===== config.mk =====
export PLATFORM = sky130hd
export DESIGN_NAME = branch_ctrl
export DESIGN_NICKNAME = d
export VERILOG_FILES = /design/src/rtl/branch_pkg.sv /design/src/rtl/bht_2bit.sv /design/src/rtl/branch_ctrl.sv
export SDC_FILE = /design/constraint.sdc
export NUM_CORES = 1
export LEC_CHECK = 0
export ABC_AREA = 1
export CELL_PAD_IN_SITES_DETAIL_PLACEMENT = 0
export CELL_PAD_IN_SITES_GLOBAL_PLACEMENT = 2
export CORE_MARGIN = 2
export CORE_UTILIZATION = 30
export CTS_CLUSTER_DIAMETER = 150
export DETAILED_ROUTE_END_ITERATION = 8
export PLACE_DENSITY = 0.84
export SETUP_SLACK_MARGIN = 0.3
export SLEW_MARGIN = 20
export SYNTH_ARGS = -nofsm -noshare
export SYNTH_HDL_FRONTEND = slang
export SYNTH_SLANG_ARGS = --single-unit

===== constraint.sdc =====
create_clock -name clk -period 2.55 [get_ports clk]
set_input_delay 0.255 -clock clk [delete_from_list [all_inputs] [get_ports clk]]
set_output_delay 0.255 -clock clk [all_outputs]
set_load 0.005 [all_outputs]

===== src/rtl/branch_pkg.sv =====
// rtl/branch_pkg.sv - shared branch funct3 codes, BHT counter type and helpers
package branch_pkg;

  localparam logic [2:0] F3_BEQ  = 3'b000;
  localparam logic [2:0] F3_BNE  = 3'b001;
  localparam logic [2:0] F3_BLT  = 3'b100;
  localparam logic [2:0] F3_BGE  = 3'b101;
  localparam logic [2:0] F3_BLTU = 3'b110;
  localparam logic [2:0] F3_BGEU = 3'b111;

  typedef enum logic [1:0] {
    SNT = 2'b00,
    WNT = 2'b01,
    WT  = 2'b10,
    ST  = 2'b11
  } bht_ctr_t;

  // Saturating bimodal step: taken climbs toward ST, not-taken falls toward SNT.
  function automatic bht_ctr_t next_ctr(input bht_ctr_t ctr, input logic taken);
    bht_ctr_t n;
    n = ctr;
    case (ctr)
      SNT:     n = taken ? WNT : SNT;
      WNT:     n = taken ? WT  : SNT;
      WT:      n = taken ? ST  : WNT;
      ST:      n = taken ? ST  : WT;
      default: n = WNT;
    endcase
    return n;
  endfunction

  // funct3 010 and 011 are not branch encodings.
  function automatic logic is_legal_branch(input logic [2:0] f3);
    return (f3 != 3'b010) && (f3 != 3'b011);
  endfunction

  // Turns the comparator flags into a taken decision for a legal funct3.
  function automatic logic branch_taken(input logic [2:0] f3, input logic less,
                                        input logic equal);
    logic t;
    t = 1'b0;
    case (f3)
      F3_BEQ:            t = equal;
      F3_BNE:            t = ~equal;
      F3_BLT, F3_BLTU:   t = less;
      F3_BGE, F3_BGEU:   t = ~less;
      default:           t = 1'b0;
    endcase
    return t;
  endfunction

endpackage


===== src/rtl/bht_2bit.sv =====
// rtl/bht_2bit.sv - 2-bit bimodal history table, async read, sync write
module bht_2bit
  import branch_pkg::*;
#(
  parameter int BHT_IDX_W = 6
) (
  input  logic                 clk,
  input  logic                 rst_n,
  input  logic [BHT_IDX_W-1:0] rd_idx,
  output logic                 rd_taken,
  input  logic                 wr_en,
  input  logic [BHT_IDX_W-1:0] wr_idx,
  input  logic                 wr_taken
);

  localparam int DEPTH = 1 << BHT_IDX_W;

  bht_ctr_t tbl [DEPTH];

  // Read returns the stored value; a same-cycle write is not forwarded.
  assign rd_taken = tbl[rd_idx][1];

  // Every entry starts weakly not-taken; resolved branches step their entry.
  always_ff @(posedge clk or negedge rst_n) begin
    if (!rst_n) begin
      for (int i = 0; i < DEPTH; i++) begin
        tbl[i] <= WNT;
      end
    end else if (wr_en) begin
      tbl[wr_idx] <= next_ctr(tbl[wr_idx], wr_taken);
    end
  end

endmodule


===== src/rtl/branch_ctrl.sv =====
// rtl/branch_ctrl.sv - branch resolution, BHT prediction, redirect and perf counters
module branch_ctrl
  import branch_pkg::*;
#(
  parameter int BHT_IDX_W = 6,
  parameter int CNT_W     = 32
) (
  input  logic             clk,
  input  logic             rst_n,
  input  logic [31:0]      if_pc,
  output logic             if_pred_taken,
  input  logic             ex_valid,
  input  logic             ex_is_branch,
  input  logic             ex_is_jump,
  input  logic [2:0]       ex_funct3,
  input  logic [31:0]      ex_pc,
  input  logic [31:0]      ex_target,
  input  logic             ex_pred_taken,
  input  logic             stall,
  input  logic             br_less,
  input  logic             br_equal,
  output logic             br_unsigned,
  output logic             redirect_valid,
  output logic [31:0]      redirect_pc,
  input  logic             cnt_clr,
  output logic [CNT_W-1:0] br_count,
  output logic [CNT_W-1:0] mispred_count
);

  logic        taken;
  logic        resolve;
  logic        br_resolve;
  logic        mispredict;
  logic        redirect_next;
  logic [31:0] redirect_tgt;

  // Only the index bits of the fetch PC select a BHT entry.
  logic if_pc_unused;
  assign if_pc_unused = &{1'b0, if_pc[31:BHT_IDX_W+2], if_pc[1:0]};

  // BLTU/BGEU are the funct3 codes with bit 1 set.
  assign br_unsigned = ex_funct3[1];

  // Resolve decision; anything in EX during a redirect pulse is wrong-path.
  always_comb begin
    taken         = branch_taken(ex_funct3, br_less, br_equal);
    resolve       = ex_valid & ~stall & ~redirect_valid;
    br_resolve    = resolve & ex_is_branch & ~ex_is_jump & is_legal_branch(ex_funct3);
    mispredict    = br_resolve & (taken != ex_pred_taken);
    redirect_next = (resolve & ex_is_jump) | mispredict;
    redirect_tgt  = (ex_is_jump | taken) ? ex_target : (ex_pc + 32'd4);
  end

  bht_2bit #(
    .BHT_IDX_W(BHT_IDX_W)
  ) u_bht (
    .clk     (clk),
    .rst_n   (rst_n),
    .rd_idx  (if_pc[BHT_IDX_W+1:2]),
    .rd_taken(if_pred_taken),
    .wr_en   (br_resolve),
    .wr_idx  (ex_pc[BHT_IDX_W+1:2]),
    .wr_taken(taken)
  );

  // One-cycle redirect pulse; the target is held between pulses.
  always_ff @(posedge clk or negedge rst_n) begin
    if (!rst_n) begin
      redirect_valid <= 1'b0;
      redirect_pc    <= 32'd0;
    end else begin
      redirect_valid <= redirect_next;
      if (redirect_next) begin
        redirect_pc <= redirect_tgt;
      end
    end
  end

  // Resolved-branch counter: clear wins over increment, saturates at all-ones.
  always_ff @(posedge clk or negedge rst_n) begin
    if (!rst_n) begin
      br_count <= '0;
    end else if (cnt_clr) begin
      br_count <= '0;
    end else if (br_resolve && (br_count != {CNT_W{1'b1}})) begin
      br_count <= br_count + CNT_W'(1);
    end
  end

  // Mispredict counter: same clear priority and saturation as above.
  always_ff @(posedge clk or negedge rst_n) begin
    if (!rst_n) begin
      mispred_count <= '0;
    end else if (cnt_clr) begin
      mispred_count <= '0;
    end else if (mispredict && (mispred_count != {CNT_W{1'b1}})) begin
      mispred_count <= mispred_count + CNT_W'(1);
    end
  end

endmodule


Word-level counts from Yosys, hierarchy flattened
Index checks and enable logic that the tools add are counted.

storage, ports and cells
  register bits after elaboration = 225
  bits of input ports = 109

operators by class
  reductions and logical operators = 10
  order comparisons = 3
  bitwise gates (word level) = 16
  mux-type cells = 21
  equality and inequality tests = 13
  add/sub/neg operators = 3

operators with widths
  operator               count
  $mux 32                5
  $bwmux 128             1
  $add 32x1->32 const B  2
  $ne 32x32->1 const B   2
  $add 32x3->32 const B  1
  $bmux 2 s6             2
  $mux 2                 8
  $ge 7x7->1 const B     2
  $not 6->7              2
  $demux 2 s6            1
  $eq 3x3->1 const B     4
  $pmux 2 s4             1
  $and 1x1->1            7
  $lt 7x1->1 const B     1
  $ne 3x2->1 const B     2
  $not 1->1              5
  $eq 2x2->1 const B     2
  $logic_and 1x1->1      4
  $pmux 1 s4             1
  $reduce_bool 2->1      2
  $reduce_or 2->1        2
  $eq 3x1->1 const B     1
  $logic_not 3->1        1
  $eq 2x1->1 const B     1
  4 further kinds        6

Logic depth before layout (Yosys ltp)
Gate-level depths: netlist of the first run.

  depth after elaboration = 10
  depth in mapped cells = 15
  mapped depth without buffers = 14

Hierarchy
Synthesis of the first run repeated with hierarchy kept, for this count alone.

second synthesis, totals
  cells, all modules = 2396
  area total of the unflattened synthesis = 14954.3 sq um

modules (own cells, without submodules)
  module       area each (sq um)  times used  cells an instance
  bht_2bit     7867.5             1           1221
  branch_ctrl  7086.8             1           1175

Worst setup path after synthesis of the first run
OpenSTA, ideal clock, no wires.

  path type = reg2reg
  start point = register br_count[0]
  end point = register br_count[27]
  required time = 2.455 ns
  setup time = 0.095 ns
  path slack = 0.535 ns
  arrival time = 1.919 ns
  path buffers = 1
  cell stages (with the launch flop) = 13
  path through = dfrtp_1 > ha_1 > nand2_1 > nor3_1 > nand2_1 > nor2_1 > nand2_1 > nand2_2 > nand2_2 > clkbuf_8 > inv_1 > nand2_1 > o31ai_1

between the ends
  word-level cells in the longest chain between the ends = 3
  elaborated cells between the ends (all ways) = 6

ends and longest elaborated chain
  element                                               RTL line                              text
  from (decl)                                           branch_ctrl.sv:26                     output logic [CNT_W-1:0] br_count,
  from (signal assigned)                                branch_ctrl.sv:86                     br_count <= br_count + CNT_W'(1);
  $add 32x1->32 / $ne 32x32->1 (equally long branches)  branch_ctrl.sv:86, branch_ctrl.sv:85
  $mux 32 / $logic_and 1x1->1 (equally long branches)   branch_ctrl.sv:85                     end else if (br_resolve && (br_count != {CNT_W{1'b1}})) begin
  $mux 32 / $reduce_bool 2->1 (equally long branches)   n/a

Several ways; a longest one is shown, not always the timed one. The select of a mux whose other input is x is not followed.
A chain may end at the register's enable or synchronous reset.

Final worst setup path of the first run
  start point = register u_bht.tbl[29] (netlist name)
  end point = output if_pred_taken

between the ends
  word-level cells in the longest chain between the ends = 3

ends and longest elaborated chain
  element                                     RTL line           text
  from (decl)                                 bht_2bit.sv:18     bht_ctr_t tbl [DEPTH];
  from (signal, indexed assignment)           bht_2bit.sv:30     tbl[wr_idx] <= next_ctr(tbl[wr_idx], wr_taken);
  $bmux 2 s6                                  bht_2bit.sv:21     assign rd_taken = tbl[rd_idx][1];
  $mux 2 (implied by the code) (2 in series)  bht_2bit.sv:21
  to (decl)                                   branch_ctrl.sv:11  output logic if_pred_taken,

Every way passes these cells. The select of a mux whose other input is x is not followed.

==> results of run 1 <==
## through the flow
| stage | hold WS, ns | total power (W) |
|---|---|---|
| 2_1_floorplan | -0.0406 | 0.00464 |
| 4_1_cts | 0.180 | 0.00993 |
| 3_3_place_gp | 0.218 | 0.00566 |
| 6_report | 0.192 | 0.00981 |
| 3_5_place_dp | 0.219 | 0.00566 |
| 5_1_grt | 0.213 | 0.0102 |
## metal layers
layer  global-route usage, %  up-vias  routed length [um]  part of all wire, %
met5                       0        -                   0                    0
met4                    5.23        0                1230                  2.3
met3                    2.37       62                2140                  4.0
met2                    35.4      322               24700                   47
met1                    29.6     6836               24900                   47
li1                        -     7270                   -                    -
## registers in the layout, summed over array words and instances, names as in the netlist
name	flops
u_bht.tbl	128
br_count	32
mispred_count	32
redirect_pc	32
redirect_valid	1
## worst min-delay path by stage
stage                     startpoint        endpoint  slack [ns]  cells after the start
after CTS                      rst_n  u_bht.tbl[111]        0.18                      2
after global routing           rst_n  u_bht.tbl[101]        0.21                      2
after floorplan                rst_n     br_count[0]       -0.04                      0
after detailed placement       rst_n  u_bht.tbl[109]        0.22                      1
final                          rst_n  u_bht.tbl[101]        0.19                      2
after global placement         rst_n  u_bht.tbl[101]        0.22                      1
## logic make-up after synthesis
kind of cell	Yosys count
compound gates	216
flops	225
fa+ha+maj	3
xor+xnor	29
buf+inv	390
simple gates	1278
## layout make-up
type	instances	area [sq um]
fillers	4917	28200
repair buffers	290	2930
flip-flops and latches	225	5710
clock inverters	12	120
clock buffers	42	845
repair inverters	1	7.51
well taps	607	759
inverters	307	1160
multi-input cells	1526	6960
## where the power goes
part           leakage, nW  internal [W]  total (W)  switching (W)
Combinational         4.92      0.000743    0.00175        0.00101
Sequential            2.83       0.00375    0.00385      0.0000980
Clock                0.480       0.00249    0.00420        0.00171
Total                 8.24       0.00699    0.00981        0.00282
## worst max-delay path, stage by stage, from the launching register on
cell      delay, ns
dfrtp_1        0.40
inv_2          0.08
a21oi_2        0.05
o21ai_1        0.10
o21ai_1        0.11
o211ai_1       0.26
nand3_1        0.12
nand3_1        0.08
nand2_1        0.08
buf_2          0.14
## timing repair
action                                  CTS  global route
setup buffers                             0             3
gates cloned                              0             1
pin swaps                                 3             3
hold buffers                              1             0
gates resized for setup                  10            27
endpoints found under the setup margin   10           117
hold endpoints to repair                 61             0
## cells in the final DEF, fill, tap and decap left out, types with 4 or more instances in the layout
| cell type | Yosys | routed |
|---|---|---|
| a21oi_1 | 42 | 41 |
| a31oi_1 | 17 | 17 |
| buf_12 | 0 | 24 |
| buf_4 | 16 | 83 |
| clkbuf_1 | 34 | 6 |
| clkbuf_16 | 0 | 29 |
| clkbuf_8 | 1 | 7 |
| clkdlybuf4s50_1 | 0 | 175 |
| clkinv_2 | 0 | 7 |
| clkinvlp_4 | 0 | 4 |
| dfrtp_1 | 161 | 161 |
| dfstp_2 | 64 | 64 |
| inv_1 | 303 | 297 |
| inv_2 | 3 | 7 |
| nand2_1 | 670 | 667 |
| nand2_2 | 7 | 10 |
| nand3_1 | 254 | 254 |
| nand3b_1 | 4 | 4 |
| nand4_1 | 34 | 34 |
| nor2_1 | 215 | 210 |
| nor2_2 | 5 | 9 |
| nor3_1 | 56 | 54 |
| nor3b_1 | 4 | 4 |
| nor4_1 | 9 | 6 |
| o211ai_1 | 23 | 23 |
| o21ai_0 | 109 | 103 |
| o21ai_1 | 11 | 16 |
| o31ai_1 | 13 | 13 |
| or2_2 | 17 | 17 |
| xnor2_1 | 9 | 9 |
| xor2_1 | 20 | 20 |
==> results.py, run 1 <==
metrics = {
    "layout": {
        "final_core_util_pct": 39.6,
        "finalNonFillerCells": 3010,
        "design_area_sq_um": 18500,
        "drive_above_1_share_pct": 11.5,
        "nets": 2492,
        "antenna_cells": 0,
        "areaGrowthSynthToFinish_pct": 30.1,
    },
    "route": {
        "antenna_left": 0,
        "wl_per_cell_um": 17.6,
        "drt-total-wl_um": 53000,
        "drc": 14,
        "drt_iter0_markers": 988,
        "vias": 14500,
        "vias_per_cell": 4.81,
        "first_pass_iters": 7,
    },
    "global_route": {
        "antenna_found_initial": 0,
        "grtUsageTotal_pct": 21.3,
        "grt_max_degree": 84,
        "first_global_vias": 14100,
        "overflow": 0,
        "grt_pass1_wl_um": 82900,
    },
    "logic_synthesis": {
        "syn_nets": 2253,
        "synth_top_family_by_area": "simple AND/OR/NAND/NOR gates",
        "synth_area_sq_um": 14200,
        "synth.distinct_cells": 34,
        "yosysMostFrequentCell": "nand2_1",
        "async_reset_ff_share_pct": 100,
        "netlist_instances": 2141,
        "synthAdderAreaFrac_pct": 0.264,
        "ys_seq_area_share_pct": 40.2,
        "synthFlopType": "dfrtp_1",
        "synthSimpleGateAreaFrac_pct": 38.0,
        "ys_ff_latch": 225,
        "syn_area_per_cell_sq_um": 6.64,
        "muxShareOfSynthArea_pct": 0,
        "netlist.area_leader.share_pct": 28.4,
        "yosysWarnings": 0,
        "synthXorXnorAreaFrac_pct": 1.79,
        "yosysTopAreaCell": "dfrtp_1",
        "synth-edff-count": 0,
        "ys_top_cells_by_count": "670 x nand2_1, 303 x inv_1, 254 x nand3_1, 215 x nor2_1, 161 x dfrtp_1",
        "synth_area_leaders": "dfrtp_1 28%, nand2_1 18%, dfstp_2 12%, nand3_1 8.9%, inv_1 8.0%",
        "synth_compound_area_share_pct": 8.41,
    },
    "pwr": {
        "power_density_nw_per_um2": 530,
        "power_leakage_nw": 8.24,
        "irDropWorstVdd_v": 0.000498,
    },
    "placed_design": {
        "io_buffers": 181,
        "dpl.hpwl_um": 37600,
        "gp_congestion": 0.876,
        "pre_cts_slack_ns": -0.241,
        "dpl_cell_area_sq_um": 17400,
        "dp.cells": 2951,
    },
    "clock_tree": {
        "clock_path_buffers": 3,
        "numCtsBuffers": 29,
        "cts_root_buffer": "clkbuf_16",
        "cts_tree": "built",
        "htree_num_levels": 1,
        "clkSinkCount": 225,
        "clk_latency_ns": 0.58,
        "path_clk_slew_ns": 0.06,
    },
    "run_status": {
        "violations": "DRC",
        "status": "complete, but fails checks",
    },
    "sta": {
        "fin_crit_ns": 2.25,
        "max_freq_ghz": 0.445,
        "fin_tns_setup_ns": 0,
        "worst_pin_slew_ns": 0.722,
        "hold_viol": 0,
        "grt_setup_unrepaired": "yes",
        "fin_skew_ns": 0.0316,
        "setup_ws_ns": 0.302,
        "fin_crit_sh_pct": 88.2,
        "setup_viol": 0,
        "relSlewSlack_pct": 51.8,
        "slew_viol_final": 0,
    },
    "setup_path": {
        "worstPathArrival_ns": 1.99,
        "rr_worst_depth": 12,
        "r2r_start": "u_bht.tbl[11]",
        "crit_fanout": 2,
        "r2r_slack_ns": 0.46,
        "critPathLaunchType": "register",
        "r2r-end": "u_bht.tbl[71]",
        "worstSetupPathType": "reg2out",
        "cp_data_required_time_ns": 2.30,
        "worstSetupStartpoint": "u_bht.tbl[29]",
        "end_kind": "output pin",
        "worstSetupEndpoint": "if_pred_taken",
    },
    "die": {
        "initial_core_util_pct": 30.5,
        "die_y_um": 222,
        "dieArea_sq_um": 49100,
        "io_pins": 208,
        "core_sq_um": 46700,
        "placementRows": 79,
        "dieWidth_um": 222,
    },
    "job": {
        "drv_cap": 0,
    },
    "min_path": {
        "hold_class": "in2async",
    },
}
No activity file was read; power rests on OpenSTA's default activity.
==> inputs of run 2 (changes only) <==
TNS_END_PERCENT = 100   (was not set)
==> results of run 2 <==
The final DEF is identical to that of run 1; final timing and power are the same.
==> inputs of run 3 (changes only) <==
HOLD_SLACK_MARGIN = 0.08   (was not set)
==> results of run 3 <==
The final DEF is identical to that of run 1; final timing and power are the same.
